===== config.mk =====
export PLATFORM = sky130hd
export DESIGN_NAME = enemy_box_renderer
export DESIGN_NICKNAME = d
export VERILOG_FILES = /design/src/rtl/enemy_box_renderer.sv
export SDC_FILE = /design/constraint.sdc
export NUM_CORES = 1
export LEC_CHECK = 0
export BUFFER_PORTS_ARGS = -buffer_cell sky130_fd_sc_hd__buf_2
export CAP_MARGIN = 20
export CELL_PAD_IN_SITES_DETAIL_PLACEMENT = 0
export CELL_PAD_IN_SITES_GLOBAL_PLACEMENT = 1
export CORE_ASPECT_RATIO = 1.5
export CORE_MARGIN = 2
export CORE_UTILIZATION = 49
export CTS_BUF_LIST = sky130_fd_sc_hd__clkbuf_4
export DETAILED_ROUTE_END_ITERATION = 10
export HOLD_SLACK_MARGIN = 0.05
export PLACE_DENSITY = 0.86
export SLEW_MARGIN = 0
export SYNTH_ARGS = -nofsm -noshare
export SYNTH_HDL_FRONTEND = slang
export SYNTH_SLANG_ARGS = --single-unit

===== constraint.sdc =====
create_clock -name clock -period 3.82 [get_ports clock]
set_input_delay 0.573 -clock clock [delete_from_list [all_inputs] [get_ports clock]]
set_output_delay 0.573 -clock clock [all_outputs]
set_load 0.05 [all_outputs]

===== src/rtl/enemy_box_renderer.sv =====
// Purpose: serialises erase/draw of three enemy boxes into one pixel-write stream for the VGA adapter.
// Latency: tick accepted at edge T -> first pixel at T+2, done two cycles after the last sweep cycle.
// Backpressure: none; frame_tick pulses arriving while busy (including the done cycle) are dropped.
module enemy_box_renderer #(
  parameter int          BOX       = 4,
  parameter int          XMAX      = 160,
  parameter int          YMAX      = 120,
  parameter logic [2:0]  BG_COLOUR = 3'b000
) (
  input  logic       clock,
  input  logic       reset_n,
  input  logic       frame_tick,
  input  logic [7:0] enemy1_x,
  input  logic [7:0] enemy2_x,
  input  logic [7:0] enemy3_x,
  input  logic [7:0] enemy1_y,
  input  logic [7:0] enemy2_y,
  input  logic [7:0] enemy3_y,
  input  logic [2:0] enemy1_c,
  input  logic [2:0] enemy2_c,
  input  logic [2:0] enemy3_c,
  input  logic       enemy1_p,
  input  logic       enemy2_p,
  input  logic       enemy3_p,
  output logic [7:0] x,
  output logic [7:0] y,
  output logic [2:0] colour,
  output logic       writeEn,
  output logic       busy,
  output logic       done
);

  localparam int LB = $clog2(BOX);
  // A 1-pixel box still needs a 1-bit counter that simply never advances.
  localparam int CW = (LB == 0) ? 1 : 2 * LB;
  localparam logic [CW-1:0] CNT_LAST = CW'(BOX * BOX - 1);
  localparam logic [8:0] XLIM = 9'(XMAX);
  localparam logic [8:0] YLIM = 9'(YMAX);

  localparam logic [1:0] S_IDLE   = 2'd0;
  localparam logic [1:0] S_ERASE  = 2'd1;
  localparam logic [1:0] S_DRAW   = 2'd2;
  localparam logic [1:0] S_FINISH = 2'd3;

  logic [1:0]    state;
  logic [1:0]    idx;
  logic [CW-1:0] cnt;

  // Shadow copies of the enemy inputs, frozen for the whole refresh.
  logic [7:0] sx [0:2];
  logic [7:0] sy [0:2];
  logic [2:0] sc [0:2];
  logic [2:0] sp;

  // What is actually on screen from the previous refresh.
  logic [7:0] last_x [0:2];
  logic [7:0] last_y [0:2];
  logic [2:0] last_v;

  logic       ph_act;
  logic [7:0] base_x;
  logic [7:0] base_y;
  logic [2:0] ph_col;
  logic [8:0] px;
  logic [8:0] py;
  logic [8:0] pix_x;
  logic [8:0] pix_y;
  logic       phase_end;
  logic       accept;

  assign px        = 9'(cnt) & 9'(BOX - 1);
  assign py        = 9'(cnt) >> LB;
  assign pix_x     = {1'b0, base_x} + px;
  assign pix_y     = {1'b0, base_y} + py;
  assign phase_end = !ph_act || (cnt == CNT_LAST);
  assign accept    = (state == S_IDLE) && frame_tick && !busy;

  // Select the box being swept: old history box when erasing, shadow box when drawing.
  always_comb begin
    ph_act = 1'b0;
    base_x = 8'd0;
    base_y = 8'd0;
    ph_col = BG_COLOUR;
    if (state == S_ERASE) begin
      ph_act = last_v[idx];
      base_x = last_x[idx];
      base_y = last_y[idx];
      ph_col = BG_COLOUR;
    end else if (state == S_DRAW) begin
      ph_act = sp[idx];
      base_x = sx[idx];
      base_y = sy[idx];
      ph_col = sc[idx];
    end
  end

  // Sequencer plus registered pixel outputs; one pixel (or one skip cycle) per clock.
  always_ff @(posedge clock) begin
    if (reset_n) begin
      state   <= S_IDLE;
      idx     <= 2'd0;
      cnt     <= '0;
      sp      <= 3'b000;
      last_v  <= 3'b000;
      x       <= 8'd0;
      y       <= 8'd0;
      colour  <= 3'd0;
      writeEn <= 1'b0;
      busy    <= 1'b0;
      done    <= 1'b0;
      for (int k = 0; k < 3; k++) begin
        sx[k]     <= 8'd0;
        sy[k]     <= 8'd0;
        sc[k]     <= 3'd0;
        last_x[k] <= 8'd0;
        last_y[k] <= 8'd0;
      end
    end else begin
      writeEn <= 1'b0;
      done    <= 1'b0;
      // busy trails the state by one cycle so it also covers the done cycle.
      busy    <= accept || (state != S_IDLE);
      case (state)
        S_IDLE: begin
          if (accept) begin
            sx[0] <= enemy1_x;  sx[1] <= enemy2_x;  sx[2] <= enemy3_x;
            sy[0] <= enemy1_y;  sy[1] <= enemy2_y;  sy[2] <= enemy3_y;
            sc[0] <= enemy1_c;  sc[1] <= enemy2_c;  sc[2] <= enemy3_c;
            sp    <= {enemy3_p, enemy2_p, enemy1_p};
            idx   <= 2'd0;
            cnt   <= '0;
            state <= S_ERASE;
          end
        end
        S_ERASE, S_DRAW: begin
          if (ph_act) begin
            x       <= pix_x[7:0];
            y       <= pix_y[7:0];
            colour  <= ph_col;
            // Off-screen pixels still take their cycle but are never plotted.
            writeEn <= (pix_x < XLIM) && (pix_y < YLIM);
          end
          if (phase_end) begin
            cnt <= '0;
            if (state == S_ERASE) begin
              state <= S_DRAW;
            end else begin
              last_x[idx] <= sx[idx];
              last_y[idx] <= sy[idx];
              last_v[idx] <= sp[idx];
              if (idx == 2'd2) begin
                state <= S_FINISH;
              end else begin
                idx   <= idx + 2'd1;
                state <= S_ERASE;
              end
            end
          end else begin
            cnt <= cnt + 1'b1;
          end
        end
        default: begin
          done  <= 1'b1;
          state <= S_IDLE;
        end
      endcase
    end
  end

endmodule


After elaboration in Yosys (flattened, before gate mapping)
Memories as Yosys holds them, arrays and structs flattened. A register that Yosys moved wholly into a read port is not among the register bits.
Index checks and enable logic that the tools add are counted.
{"block": "word_totals", "reg_bits": 36, "ram_bits": 105, "input_bits": 63, "output_inout_bits": 22, "word_cells": 131, "memories": 5}
{"block": "op_classes", "add_sub_neg": 4, "order_cmp": 4, "n_eq_ne": 8, "mux": 65, "bitwise_logic": 12, "reduce_logical": 22}
{"memory": "last_x", "words": 3, "word_bits": 8, "rd": 1, "rd_ports_with_merged_regs": 1, "write_ports": 3, "line_no": "56", "text": "logic [7:0] last_x [0:2];"}
{"memory": "last_y", "words": 3, "word_bits": 8, "rd": 1, "rd_ports_with_merged_regs": 1, "write_ports": 3, "line_no": "57", "text": "logic [7:0] last_y [0:2];"}
{"memory": "sx", "words": 3, "word_bits": 8, "rd": 1, "rd_ports_with_merged_regs": 1, "write_ports": 3, "line_no": "50", "text": "logic [7:0] sx [0:2];"}
{"memory": "sy", "words": 3, "word_bits": 8, "rd": 1, "rd_ports_with_merged_regs": 1, "write_ports": 3, "line_no": "51", "text": "logic [7:0] sy [0:2];"}
{"memory": "sc", "words": 3, "word_bits": 3, "rd": 1, "rd_ports_with_merged_regs": 1, "write_ports": 3, "line_no": "52", "text": "logic [2:0] sc [0:2];"}
{"operator": "2-to-1 mux 8 bit", "n": 12}
{"operator": "2-to-1 mux 2 bit", "n": 20}
{"operator": "2-to-1 mux 1 bit", "n": 19}
{"operator": "adder 8 x 2 -> 9 bit", "n": 2}
{"operator": "OR reduction 8 bit", "n": 2}
{"operator": "2-to-1 mux 3 bit", "n": 5}
{"operator": "less-than comparator 9 x 7 -> 1 bit (second input constant)", "n": 1}
{"operator": "less-than comparator 9 x 8 -> 1 bit (second input constant)", "n": 1}
{"operator": "OR 1 bit", "n": 9}
{"operator": "2-to-1 mux 4 bit", "n": 2}
{"operator": "inequality test 2 bit (second input constant)", "n": 4}
{"operator": "case mux 2 bit (2 select lines)", "n": 2}
{"operator": "case mux 4 bit (2 select lines)", "n": 1}
{"operator": "AND reduction 2 bit", "n": 4}
{"operator": "OR reduction 3 bit", "n": 2}
{"operator": "AND reduction 5 bit", "n": 1}
{"operator": "adder 4 x 1 -> 4 bit (second input constant)", "n": 1}
{"operator": "binary-select mux 1 bit (select 2 bit)", "n": 2}
{"operator": "equality test 2 bit (second input constant)", "n": 2}
{"operator": "equality test 4 bit (second input constant)", "n": 1}
{"operator": "logical AND 1 bit", "n": 4}
{"operator": "nonzero test 2 bit", "n": 2}
{"operator": "bitwise mux 3 bit", "n": 1}
{"operator": "less-than comparator 2 x 3 -> 1 bit (second input constant)", "n": 1}
{"operator": "other kinds (10)", "n": 14}

Depth between registers and ports, before layout
Gate-level depths: netlist of the first run.
{"block": "logic_depth", "depth_word": 12, "ltp_mapped": 15, "mapped_depth_nobuf": 12}

Worst setup path before layout of the first run
No wires, ideal clock.
{"block": "synth_path", "path_type": "register to register", "start": "register (tool-made name)", "end": "register writeEn", "setup_time_ps": 127, "t_arrival_ps": 2889, "required_ps": 3693, "path_slack_ps": 803, "stages_incl_launch_ff": 15, "n_path_buf": 3, "synth_period_minus_slack_ps": 3017, "path_cell_list": "dfxtp_1 -> buf_6 -> buf_6 -> buf_2 -> mux2i_1 -> nor2_1 -> a21oi_1 -> o21ai_0 -> ha_1 -> a21o_1 -> o2111ai_1 -> o32ai_1 -> a21oi_1 -> a31oi_1 -> nor4_2"}
{"item": "to (signal assigned)", "line_no": "141", "text": "writeEn <= (pix_x < XLIM) && (pix_y < YLIM);"}
{"item": "to (decl)", "line_no": "28", "text": "output logic writeEn,"}

==> impl_metrics.env, run 1 <==
export IMPL_setup_total_negative_slack_ps=0
export IMPL_r2r_cells=11
export IMPL_cts_root_buf="sky130_fd_sc_hd__clkbuf_4"
export IMPL_required_ps=4250
export IMPL_startpoint_type="flop"
export IMPL_synth_nets=713
export IMPL_row_count=55
export IMPL_cp_num_buf_inv=0
export IMPL_finalSetupViolations=0
export IMPL_hold_buffers=0
export IMPL_vias_per_cell=5.42
export IMPL_syn_inst=635
export IMPL_drtIter0Drc=335
export IMPL_timing_max_slew_rel_slack=0.389
export IMPL_clockBufferDepth=2
export IMPL_crit_family="compound AO/OA/AOI/OAI gates"
export IMPL_final_layout_size_suffix_gt1_frac=0.234
export IMPL_fp_dieArea_mm2=0.0166
export IMPL_htree_num_levels=4
export IMPL_grt_pass1_vias=4923
export IMPL_total_leakage_power_nw=3.25
export IMPL_areaGrowthSynthToFinish_pct=11.2
export IMPL_regArea_mm2=0.00440
export IMPL_critical_path_top_cell_by_count="sky130_fd_sc_hd__a21oi_1"
export IMPL_synth_ff_latch_count=159
export IMPL_timing_final_max_slew_violations=0
export IMPL_die_height_um=157
export IMPL_floorplan_core_area_mm2=0.0151
export IMPL_die_width_um=106
export IMPL_synth_edf_count=121
export IMPL_gp_congestion=0.865
export IMPL_syn_mean_instance_area_um2=12.0
export IMPL_setup_slack_ps=584
export IMPL_post_layout_total_power_w=0.00352
export IMPL_terminus_of_the_critical_flop_to_flop_path="writeEn"
export IMPL_crit_path_top_delay_cell="sky130_fd_sc_hd__dfxtp_2"
export IMPL_critical_path_arrival_ps=3670
export IMPL_dp_worst_setup_slack_ps=687
export IMPL_critical_path_endpoint_type="flop"
export IMPL_cts_tree="yes"
export IMPL_result_of_the_run="completed"
export IMPL_n_fill_cell=1291
export IMPL_holdPathStages=3
export IMPL_r2r_setup_slack_ps=580
export IMPL_drc=0
export IMPL_grt_max_degree=58
export IMPL_route_antenna_remaining_nets=0
export IMPL_postLayoutCoreUtil=0.559
export IMPL_slowest_delay_ps=600
export IMPL_max_cap_violations=0
export IMPL_hold_class="in2reg"
export IMPL_final_min_period_over_clock_period=0.847
export IMPL_postCtsResizedCells=0
export IMPL_final_min_clock_period_ps=3240
export IMPL_holdPathEnd="sp[1]"
export IMPL_most_common_layout_cells="sky130_fd_sc_hd__edfxtp_1, sky130_fd_sc_hd__buf_2, sky130_fd_sc_hd__nor2_1"
export IMPL_first_pass_detailed_route_iteration_total=5
export IMPL_post_synth_num_cell_types=71
export IMPL_crit_path_max_fanout=13
export IMPL_numCtsBuffers=17
export IMPL_yosys_warnings=0
export IMPL_worst_slew_pin_slew_ps=916
export IMPL_fin_nets=792
export IMPL_netlist_area_mm2=0.00761
export IMPL_gr_total_overflow=0
export IMPL_crit_path_cell_trace="mux2i_1 -> nor2_1 -> a21oi_1 -> o21ai_0 -> ha_1 -> a21o_1 -> o2111ai_1 -> o32ai_1 -> a21oi_1 -> a31oi_1 -> nor4_2"
export IMPL_clk_insertion_delay_late_ps=540
export IMPL_post_cts_repair_setup_buffers=0
export IMPL_worst_hold_startpoint="enemy2_p"
export IMPL_hold_viol_final=0
export IMPL_vdd_ir_drop_worst_mv=0.229
export IMPL_async_set_reset_flop_share_out_of_synthesis=0
export IMPL_clock_skew_ps=16.8
export IMPL_initial_utilization=0.503
export IMPL_count_of_buffers_from_port_buffering=84
export IMPL_route_detailed_wl_per_inst_um=15.9
export IMPL_grt_setup_unrepaired="no"
export IMPL_routed_wl_um=14800
export IMPL_clk_pin_slew_worst_paths_ps=130
export IMPL_routed_via_count=5025
export IMPL_io_pin_count=85
export IMPL_dp_hpwl_um=10300
export IMPL_multiInputGateArea_mm2=0.00292
export IMPL_fmaxAchievable_mhz=309
export IMPL_power_density_mw_per_mm2=416
export IMPL_cts_sinks=159
export IMPL_yosys_most_used_dff="sky130_fd_sc_hd__edfxtp_1"
export IMPL_final_common_cell="sky130_fd_sc_hd__edfxtp_1"
export IMPL_timing_setup_critical_path_class="reg2reg"
export IMPL_initial_antenna_violation_count=1
export IMPL_total_routing_usage_reported_by_global_routing=0.185
export IMPL_grt_first_pass_wirelength_um=24100
export IMPL_synth_yosys_seq_area_share=0.577
## how the worst max path moves through the flow
| stage | startpoint | endpoint | slack [ps] | cells after the start |
|---|---|---|---|---|
| floorplan | flop | writeEn | 800 | 14 |
| global placement | flop | writeEn | 770 | 11 |
| detailed placement | flop | writeEn | 690 | 11 |
| CTS | flop | writeEn | 570 | 11 |
| global route | flop | writeEn | 320 | 11 |
| finish | flop | writeEn | 580 | 11 |
## worst reg2reg max path, stage by stage (launching register included)
cell and delay [ps]:
sky130_fd_sc_hd__dfxtp_2 600, sky130_fd_sc_hd__mux2i_1 260, sky130_fd_sc_hd__nor2_1 60, sky130_fd_sc_hd__a21oi_1 370
sky130_fd_sc_hd__o21ai_0 270, sky130_fd_sc_hd__ha_1 340, sky130_fd_sc_hd__a21o_1 220, sky130_fd_sc_hd__o2111ai_1 140
sky130_fd_sc_hd__o32ai_1 450, sky130_fd_sc_hd__a21oi_1 160, sky130_fd_sc_hd__a31oi_1 200, sky130_fd_sc_hd__nor4_2 70
## Yosys cell counts, types with 13 or more instances
| cell | number | area share |
|---|---|---|
| sky130_fd_sc_hd__nand3_1 | 20 | 0.013 |
| sky130_fd_sc_hd__o21ai_0 | 14 | 0.0092 |
| sky130_fd_sc_hd__mux2i_1 | 21 | 0.028 |
| sky130_fd_sc_hd__mux4_2 | 15 | 0.044 |
| sky130_fd_sc_hd__edfxtp_1 | 121 | 0.48 |
| sky130_fd_sc_hd__inv_1 | 28 | 0.014 |
| sky130_fd_sc_hd__ha_1 | 13 | 0.021 |
| sky130_fd_sc_hd__clkbuf_1 | 14 | 0.0069 |
| sky130_fd_sc_hd__nand2_1 | 50 | 0.025 |
| sky130_fd_sc_hd__dfxtp_1 | 38 | 0.10 |
| sky130_fd_sc_hd__a21oi_1 | 32 | 0.021 |
| sky130_fd_sc_hd__nor2_1 | 73 | 0.036 |
| sky130_fd_sc_hd__and2_1 | 58 | 0.048 |
## cells by family (layout without fill, tap and decap cells)
| group | after synthesis | in the layout | synth area share |
|---|---|---|---|
| muxes | 52 | 52 | 0.104 |
| adders and majority gates | 15 | 15 | 0.0266 |
| other | 0 | 1 | 0 |
| buffers and inverters | 63 | 155 | 0.0395 |
| xor gates and xnor gates | 6 | 6 | 0.00690 |
| AOI/OAI and AO/OA | 96 | 96 | 0.0855 |
| and+or+nand+nor | 244 | 244 | 0.160 |
| DFF | 159 | 159 | 0.577 |
## cell type report
cell class	count	area share
flip-flops and latches	159	0.519
clock inverters	12	0.0170
diodes	1	0.000296
well taps	199	0.0294
multi-input cells	413	0.345
inverters	31	0.0140
clock buffers	20	0.0177
repair buffers	92	0.0568
## sequential cells by signal, indices dropped and copies added, names as in the netlist, 3 cells and up, named ones only
| register | flops |
|---|---|
| sx | 24 |
| colour | 3 |
| sp | 3 |
| sc | 9 |
| last_x | 32 |
| x | 8 |
| last_v | 3 |
| cnt | 4 |
| sy | 24 |
| last_y | 32 |
| y | 8 |
## through the flow
stage               cell area [µm²]  instances  hold slack (ps)
floorplan                      7610        635              444
global placement               8170        894              442
detailed placement             8170        894              443
CTS                            8460        926              221
global route                   8460        927              229
finish                         8460        927              266
## metal layers
layer  GRT usage  vias up  share of wire
met2       0.321      157           0.51
li1            -     2439              -
met1       0.227     2411           0.43
met5           0        -              0
met3      0.0371       18          0.046
met4      0.0721        0          0.017
## report_power, final
group,internal [W],total (W),switching [W]
clock,0.000469,0.00103,0.000563
sequential,0.00199,0.00203,0.0000416
combinational,0.000177,0.000460,0.000283
Note: power is estimated with default switching activity, not from simulation.
==> run 2: changes to the inputs <==
==> constraint.sdc (replaced) <==
create_clock -name clock -period 3.35 [get_ports clock]
set_input_delay 0.5025 -clock clock [delete_from_list [all_inputs] [get_ports clock]]
set_output_delay 0.5025 -clock clock [all_outputs]
set_load 0.05 [all_outputs]
==> impl_metrics.env, run 2 (synthesis results as in run 1) <==
export IMPL_result_of_the_run="completed"
export IMPL_cts_tree="yes"
export IMPL_route_detailed_wl_per_inst_um=16.1
export IMPL_numCtsBuffers=17
export IMPL_row_count=55
export IMPL_clk_insertion_delay_late_ps=540
export IMPL_worst_slew_pin_slew_ps=666
export IMPL_n_fill_cell=1287
export IMPL_fmaxAchievable_mhz=328
export IMPL_grt_setup_unrepaired="no"
export IMPL_post_layout_total_power_w=0.00420
export IMPL_die_height_um=157
export IMPL_post_cts_repair_setup_buffers=0
export IMPL_areaGrowthSynthToFinish_pct=13.0
export IMPL_hold_class="in2reg"
export IMPL_die_width_um=106
export IMPL_max_cap_violations=0
export IMPL_first_pass_detailed_route_iteration_total=5
export IMPL_vias_per_cell=5.33
export IMPL_routed_wl_um=15100
export IMPL_floorplan_core_area_mm2=0.0151
export IMPL_placedInstanceArea_mm2=0.00823
export IMPL_final_min_clock_period_ps=3050
export IMPL_cts_root_buf="sky130_fd_sc_hd__clkbuf_4"
export IMPL_dp_worst_setup_slack_ps=293
export IMPL_whs_ps=190
export IMPL_clockBufferDepth=2
export IMPL_startpoint_type="flop"
export IMPL_drtIter0Drc=400
export IMPL_required_ps=3780
export IMPL_power_density_mw_per_mm2=488
export IMPL_vdd_ir_drop_worst_mv=0.241
export IMPL_setup_slack_ps=299
export IMPL_fin_nets=801
export IMPL_cts_sinks=159
export IMPL_grt_max_degree=58
export IMPL_final_design_area_no_fill_mm2=0.00860
export IMPL_crit_path_max_fanout=12
export IMPL_dp_hpwl_um=10900
export IMPL_gr_total_overflow=0
export IMPL_timing_max_slew_rel_slack=0.556
export IMPL_most_common_layout_cells="sky130_fd_sc_hd__edfxtp_1, sky130_fd_sc_hd__buf_2, sky130_fd_sc_hd__nor2_1"
export IMPL_total_routing_usage_reported_by_global_routing=0.192
export IMPL_setup_total_negative_slack_ps=0
export IMPL_final_common_cell="sky130_fd_sc_hd__edfxtp_1"
export IMPL_drc=0
export IMPL_finalSetupViolations=0
export IMPL_final_layout_size_suffix_gt1_frac=0.247
export IMPL_initial_antenna_violation_count=1
export IMPL_total_leakage_power_nw=3.32
export IMPL_fp_dieArea_mm2=0.0166
export IMPL_io_pin_count=85
export IMPL_clock_skew_ps=22.5
export IMPL_htree_num_levels=4
export IMPL_route_antenna_remaining_nets=0
export IMPL_critical_path_arrival_ps=3480
export IMPL_grt_first_pass_wirelength_um=24900
export IMPL_final_min_period_over_clock_period=0.911
export IMPL_critical_path_endpoint_type="flop"
export IMPL_gp_congestion=0.826
export IMPL_count_of_buffers_from_port_buffering=84
export IMPL_hold_buffers=0
export IMPL_initial_utilization=0.503
export IMPL_routed_via_count=4985
export IMPL_timing_final_max_slew_violations=0
export IMPL_grt_pass1_vias=5009
export IMPL_hold_viol_final=0
export IMPL_clk_pin_slew_worst_paths_ps=140
export IMPL_timing_setup_critical_path_class="reg2reg"
export IMPL_reg_top3="last_x: 32 flops, last_y: 32 flops"
==> run 2: cell types whose count changed in the layout (fill, tap and decap cells not counted) <==
cell	previous run	this run
sky130_fd_sc_hd__clkbuf_4	20	19
sky130_fd_sc_hd__o32ai_2	0	1
sky130_fd_sc_hd__clkinv_1	2	0
sky130_fd_sc_hd__o32ai_1	1	0
sky130_fd_sc_hd__inv_6	0	1
sky130_fd_sc_hd__buf_4	8	17
sky130_fd_sc_hd__clkinvlp_4	0	1
sky130_fd_sc_hd__clkinv_4	3	4
sky130_fd_sc_hd__bufinv_16	3	5
sky130_fd_sc_hd__clkinv_2	3	1
==> run 2: worst max-delay path, stage by stage (launching register included) <==
cell                       delay (ps)
sky130_fd_sc_hd__dfxtp_2          550
sky130_fd_sc_hd__buf_4            310
sky130_fd_sc_hd__mux4_2           530
sky130_fd_sc_hd__nand2_1           70
sky130_fd_sc_hd__o21ai_0           80
sky130_fd_sc_hd__ha_1             250
sky130_fd_sc_hd__fa_1             500
sky130_fd_sc_hd__nor2_1           150
sky130_fd_sc_hd__mux2i_1           80
sky130_fd_sc_hd__o311ai_1         350
sky130_fd_sc_hd__nor4_2            60
==> run 2: what timing repair did <==
| action | 4_1_cts | 5_1_grt |
|---|---|---|
| endpoints found under the hold margin | 0 | 0 |
| gates resized for setup | 0 | 1 |
| endpoints found under the setup margin | 0 | 2 |
==> run 2: final timing paths <==
kind | cells past startpoint | to | slack, ps | start
max | 10 | writeEn | 300 | flop
min | 3 | sp[0] | 190 | enemy1_p
max reg2reg | 10 | writeEn | 300 | flop
min reg2reg | 2 | y[2] | 460 | y[2]
==> run 2: routing by layer <==
| layer | vias to the layer above | track usage | part of all wire |
|---|---|---|---|
| li1 | 2456 | - | - |
| met1 | 2372 | 0.236 | 0.42 |
| met2 | 139 | 0.343 | 0.52 |
| met3 | 18 | 0.0308 | 0.043 |
| met4 | 0 | 0.0670 | 0.015 |
| met5 | - | 0 | 0 |
==> run 2: through the flow <==
stage                      util  instances
after global routing      0.568        936
after CTS                 0.567        935
after global placement    0.544        903
after detailed placement  0.544        903
after floorplan               -        635
final                     0.568        936
==> run 2: area by class of cell <==
cell class              count  area [µm²]  area share
well taps                 199         249      0.0290
flip-flops and latches    159        4400       0.511
clock inverters            13         211      0.0246
repair buffers            101         548      0.0637
clock buffers              19         143      0.0166
multi-input cells         413        2930       0.341
diodes                      1        2.50    0.000291
inverters                  31         119      0.0138
==> run 2: where the power goes <==
| part | internal (W) | switching [W] | leakage, nW | total [W] |
|---|---|---|---|---|
| clock | 0.000688 | 0.000658 | 0.183 | 0.00135 |
| sequential | 0.00227 | 0.0000472 | 1.57 | 0.00231 |
| combinational | 0.000210 | 0.000329 | 1.57 | 0.000539 |
